File: src/rtl/regfile_sb.sv
// regfile_sb: parametrised register file with write enable, optional
// hardwired-zero R0, same-cycle write-to-read bypass and a per-register
// busy scoreboard used by decode to detect pending writebacks.
module regfile_sb #(
    parameter int DATA_W   = 32,
    parameter int ADDR_W   = 4,
    parameter bit ZERO_REG = 1'b1,
    parameter bit BYPASS   = 1'b1
) (
    input  logic              clk,
    input  logic              rst_n,
    input  logic [ADDR_W-1:0] read_Ra,
    input  logic [ADDR_W-1:0] read_Rb,
    output logic [DATA_W-1:0] data_Ra,
    output logic [DATA_W-1:0] data_Rb,
    output logic              busy_Ra,
    output logic              busy_Rb,
    input  logic              write_en,
    input  logic [ADDR_W-1:0] write_Rd,
    input  logic [DATA_W-1:0] write_data,
    input  logic              issue_en,
    input  logic [ADDR_W-1:0] issue_Rd,
    output logic              any_busy
);

    localparam int DEPTH = 2 ** ADDR_W;

    logic [DATA_W-1:0] mem [DEPTH];
    logic [DEPTH-1:0]  busy;

    logic wr_zero;
    logic iss_zero;
    logic wr_ok;
    logic iss_ok;

    // Writes and issues aimed at a hardwired R0 are dropped.
    always_comb begin
        wr_zero  = ZERO_REG && (write_Rd == '0);
        iss_zero = ZERO_REG && (issue_Rd == '0);
        wr_ok    = write_en && !wr_zero;
        iss_ok   = issue_en && !iss_zero;
    end

    // Storage and scoreboard update; reset clears everything and masks both enables.
    always_ff @(posedge clk) begin
        if (!rst_n) begin
            mem  <= '{default: '0};
            busy <= '0;
        end else begin
            if (wr_ok) begin
                mem[write_Rd] <= write_data;
            end
            if (write_en) begin
                busy[write_Rd] <= 1'b0;
            end
            // Set follows the clear so a same-edge new producer keeps the register busy.
            if (iss_ok) begin
                busy[issue_Rd] <= 1'b1;
            end
        end
    end

    // Read port A: storage, optionally forwarded write data, zero register override.
    always_comb begin
        data_Ra = mem[read_Ra];
        busy_Ra = busy[read_Ra];
        if (BYPASS && write_en && (write_Rd == read_Ra)) begin
            busy_Ra = 1'b0;
            if (wr_ok) begin
                data_Ra = write_data;
            end
        end
        if (ZERO_REG && (read_Ra == '0)) begin
            data_Ra = '0;
            busy_Ra = 1'b0;
        end
    end

    // Read port B: identical to port A.
    always_comb begin
        data_Rb = mem[read_Rb];
        busy_Rb = busy[read_Rb];
        if (BYPASS && write_en && (write_Rd == read_Rb)) begin
            busy_Rb = 1'b0;
            if (wr_ok) begin
                data_Rb = write_data;
            end
        end
        if (ZERO_REG && (read_Rb == '0)) begin
            data_Rb = '0;
            busy_Rb = 1'b0;
        end
    end

    // Scoreboard summary from registered state only.
    always_comb begin
        any_busy = |busy;
    end

endmodule

File: config.mk
export PLATFORM = sky130hd
export DESIGN_NAME = regfile_sb
export DESIGN_NICKNAME = d
export VERILOG_FILES = /design/src/rtl/regfile_sb.sv
export SDC_FILE = /design/constraint.sdc
export NUM_CORES = 1
export LEC_CHECK = 0
export CAP_MARGIN = 10
export CORE_MARGIN = 2
export CORE_UTILIZATION = 50
export CTS_CLUSTER_DIAMETER = 30
export CTS_CLUSTER_SIZE = 28
export DETAILED_ROUTE_END_ITERATION = 12
export PLACE_DENSITY = 0.68
export SYNTH_ARGS = -nofsm -noshare
export SYNTH_HDL_FRONTEND = slang
export SYNTH_SLANG_ARGS = --single-unit
File: constraint.sdc
create_clock -name clk -period 5.65 [get_ports clk]
set_clock_uncertainty 0.15 [all_clocks]
set_input_delay 1.13 -clock clk [delete_from_list [all_inputs] [get_ports clk]]
set_output_delay 1.13 -clock clk [all_outputs]
set_load 0.02 [all_outputs]
# Yosys cells after proc, flatten, opt, wreduce, memory -nomap -nowiden
# Cells that the tools add are included.
word_totals:
  in_bits: 52
  regBits: 528
  output_inout_bits: 67
op_classes:
  muxes: 30
  eq_ne: 2
  magnitude_cmp: 10
  n_reduce_logical: 14
  bitwise: 6
ops:
  columns: ["operator", "count"]
  rows:
  - ["$bwmux W512", 1]
  - ["$mux W32", 11]
  - ["$bmux W32 S4", 2]
  - ["$demux W32 S4", 1]
  - ["$mux W16", 3]
  - ["$lt A4 B5 Y1 const B", 4]
  - ["$and A16 B16 Y16", 1]
  - ["$logic_not A4 Y1", 4]
  - ["$not A16 Y16", 1]
  - ["$or A16 B16 Y16", 1]
  - ["$reduce_or A16 Y1", 1]
  - ["$ge A5 B5 Y1 const B", 3]
  - ["$not A4 Y5", 3]
  - ["$bmux W1 S4", 2]
  - ["$demux W1 S4", 2]
  - ["$eq A4 B4 Y1", 2]
  - ["$ge A4 B1 Y1 const B", 2]
  - ["$mux W1", 8]
  - ["$logic_and A1 B1 Y1", 7]
  - ["$lt A5 B1 Y1 const B", 1]
  - ["$logic_not A1 Y1", 2]

# Depth between registers and ports, before layout
logic_depth:
  word_depth: 10
  ltp_mapped: 8
  mapped_depth_nobuf: 4

# Worst setup path before layout
# No wires, ideal clock.
synth_path:
  path_type: "input to output"
  from: "input port read_Rb[2]"
  to: "output port data_Rb[11]"
  t_arrival_ns: 2.747
  required_ns: 4.370
  cell_stages: 7
  path_slack_ns: 1.623
  path_cell_list: "buf_2 -> buf_4 -> buf_4 -> buf_2 -> o22ai_1 -> mux2_2 -> o31ai_1"
synth_via:
  elab_chain_cells: 7
synth_rtl:
  columns: ["element", "line", "text"]
  rows:
  - ["start, declared", "13", "input logic [ADDR_W-1:0] read_Rb,"]
  - ["$not A4 Y5 (not written as such)", "81", "data_Rb = mem[read_Rb];"]
  - ["$bmux W32 S4", "81", null]
  - ["$mux W32 (not written as such) (2 in a row)", "81", null]
  - ["$mux W32", "85", "if (wr_ok) begin"]
  - ["$mux W32", "83", "if (BYPASS && write_en && (write_Rd == read_Rb)) begin"]
  - ["$mux W32 (*)", "89", "if (ZERO_REG && (read_Rb == '0)) begin"]
  - ["end, declared", "15", "output logic [DATA_W-1:0] data_Rb,"]
# Mark *: on every way between the ends. The rest lies on a longest branch, timed or not. The select of a mux whose other input is x is not followed.

# Final worst setup path
layout_path:
  from: "input port read_Rb[0]"
  to: "output port data_Rb[4]"
# Same word-level chain as after synthesis.

==> impl_results.md <==
* Comb pwr share at 8.1%
* IO Pins at 119
* CTS buffer count at 118
* Post-Route Setup TNS at 0 ns
* Overall routing resource usage at 34.9%
* Maximum clock insertion buffer count at 3
* Most frequent cells in the layout: 933 x nand2_1, 528 x dfxtp_1, 398 x a21boi_0
* Crit share post-route at 92.2%
* CTS root buffer: clkbuf_16
* Worst EP arrival at 3.93 ns
* Worst Tran Pin Value at 1.24 ns
* Fmax at 192 MHz
* RePlAce Congestion at 0.899
* Register area share after synthesis at 37.1%
* WL/cell at 27.0 µm
* Slew Limit Headroom at 17.3%
* Critical Path Sink Type: primary output
* Sw frac at 24.2%
* R2r setup slk at 4.74 ns
* Commonest non-fill, non-tap cell in the layout: nand2_1
* Die Ht at 243 µm
* Syn Inst Count at 2990
* Initial Util at 50.5%
* Final nets at 3055
* Final worst path period need at 5.21 ns
* DR DRC count at 0
* Ys Warns at 0
* Synthesis-stage register bit count at 528
* CP max-delay cell: clkdlybuf4s50_1
* Setup Crit Path Kind: input port to primary output
* Total Power at 11.9 mW
* Fraction of registers with async set/reset at 0%
* Post-route ant nets at 0
* Final setup viols at 0
* Post-layout instance area at 34400 µm²
* NetSw at 2.87 mW
* Hold buffers post-CTS at 0
* Worst-Skew Late Latency at 0.65 ns
* Yosys cell types at 49
* Post-CTS setup buffer count at 0
* Clock group share of total power at 59.8%
* Cells on worst reg2reg path at 2
* Worst r2r src: mem[213]$_SDFFE_PN0P_
* P_leak at 11.7 nW
* RR Endpoint: mem[213]$_SDFFE_PN0P_
* TritonCTS clock tree: done
* Pin count of the biggest net entering global routing at 144
* Req. time, crit path at 4.37 ns
* Buf+Inv Stages, Crit Path at 3
* Net Count, Synth at 3042
* Final hold violations at 0
* WL final at 104 mm
* Capture point of the worst path: data_Rb[4]
* CP Launch Point: read_Rb[0]
* Cell Area, Synth at 28500 µm²
* Dpl hpwl at 62.2 mm
* Cell taking the most area after synthesis: dfxtp_1
* CTS Sinks at 528
* Status: finished, final reports clean
* Vias in the first global route at 25300
* Avg Vias per Cell at 6.45
* Final max-slew violation count at 0
* Top_reg_cell synth: dfxtp_1
* Core ar. at 56400 µm²
* Area share of the largest cell type after synthesis at 37.1%
* Final hold slack at 0.316 ns
* Pwr dens at 346 nW/µm²
* Fill cells at 4607
* Mean area per synthesized cell at 9.53 µm²
* # resized after CTS at 0
* DIE AREA at 58900 µm²
* Flop pwr share at 32.1%
* Detailed Routing Iterations Pass 1 at 6
* Pint at 9.02 mW
* CTS clock-pin slew for the worst setup and hold paths at 0.05 ns
* Largest cells by area after synthesis: dfxtp_1 37%, mux4_2 20%, nand2_1 12%
* CP Cell Sequence: clkbuf_8 > buf_4 > mux4_2 > mux2i_1 > mux2_2 > o31ai_1 > clkdlybuf4s50_1
* Placed Area at 30200 µm²
* Share of layout cells above drive strength 1 at 20.0%
* CP Max Fanout at 48
* RSZ-0062 raised after global routing: no
* Grt total ovfl at 0
* Initial antenna violation count at 8
* Rows at 87
* CP Depth at 7
* Final core occ at 60.9%
* Max-cap violations at 0
* CP delay by family, top: buffers and inverters
* Min-delay worst type: register to register
* Layout area overhead at 20.6%
* Post-synth EDFFs at 0
* First-pass GRT wire length at 156 mm
* Die width at 243 µm
* Max incr delay on CP at 0.73 ns
* DR vias at 24900
* Initial DRC count at 2859
* H-Tree Depth at 3
* Port Buf Inserts at 118
* Startpoint types: input port
* Worst VDD drop at 0.281 mV
[worst register-to-register path, cell delays in order (launching register included)]
cell,delay [ns]
dfxtp_1,0.35
nand2_1,0.06
a21boi_0,0.26
[sequential cells by signal, indices dropped and copies added (netlist names)]
name	count
busy	16
mem	512
[power by group through the flow]
stage               combinational (mW)  sequential [mW]  clock [mW]
floorplan                        0.597             3.87           0
global placement                 0.925             3.88           0
detailed placement               0.936             3.88           0
CTS                              0.940             3.81        7.12
global route                     0.992             3.82        7.32
finish                           0.962             3.82        7.11
[layer usage]
| metal | vias up | track usage, % | routed length, µm | part of all wire, % |
|---|---|---|---|---|
| li1 | 10600 | - | - | - |
| met1 | 12200 | 42.9 | 37800 | 36 |
| met2 | 1615 | 55.1 | 47700 | 46 |
| met3 | 426 | 9.40 | 12800 | 12 |
| met4 | 12 | 21.0 | 5980 | 5.7 |
| met5 | - | 0 | 81 | 0.078 |
[area by class of cell]
| type | instances | area, µm² | share of cell area (%) |
|---|---|---|---|
| inverter | 2 | 7.51 | 0.0218 |
| tap | 756 | 946 | 2.75 |
| antenna | 4 | 10.0 | 0.0291 |
| clock inverter | 66 | 855 | 2.49 |
| timing repair buffer | 215 | 2100 | 6.12 |
| multi-input combinational | 2138 | 16600 | 48.2 |
| clock buffer | 152 | 3300 | 9.61 |
| sequential | 528 | 10600 | 30.8 |
[per-stage QoR]
stage,setup WS [ns],cells
5_1_grt,0.317,3857
2_1_floorplan,1.62,2990
3_5_place_dp,0.507,3639
4_1_cts,0.511,3857
6_report,0.441,3861
3_3_place_gp,0.576,3639
[synthesized netlist by cell type, types with 37 or more instances]
cell and n:
nor2b_1 50, nand2_1 943, o22ai_1 48, mux4_2 255
and2_1 37, clkbuf_1 201, a21boi_1 63, mux2i_1 101
buf_2 80, a22o_1 54, dfxtp_1 528, a21boi_0 398
[logic make-up (layout without fill, tap and decap cells)]
| group | after synthesis | in the layout | share of synthesized area (%) |
|---|---|---|---|
| and+or+nand+nor | 1127 | 1127 | 16.3 |
| AOI/OAI and AO/OA | 629 | 629 | 16.8 |
| DFF | 528 | 528 | 37.1 |
| muxes | 374 | 374 | 24.4 |
| buffers and inverters | 324 | 435 | 5.20 |
| xor gates and xnor gates | 8 | 8 | 0.246 |
| other | 0 | 4 | 0 |
[worst min path at each step]
stage	depth (start not counted)	from	slack [ns]	end
detailed placement	2	mem[365]$_SDFFE_PN0P_	0.31	mem[365]$_SDFFE_PN0P_
finish	2	mem[362]$_SDFFE_PN0P_	0.32	mem[362]$_SDFFE_PN0P_
floorplan	2	busy[0]$_SDFF_PN0_	0.27	busy[0]$_SDFF_PN0_
global route	2	mem[391]$_SDFFE_PN0P_	0.33	mem[391]$_SDFFE_PN0P_
CTS	2	mem[365]$_SDFFE_PN0P_	0.32	mem[365]$_SDFFE_PN0P_
global placement	2	mem[214]$_SDFFE_PN0P_	0.30	mem[214]$_SDFFE_PN0P_
Note: power is estimated with default switching activity, not from simulation.
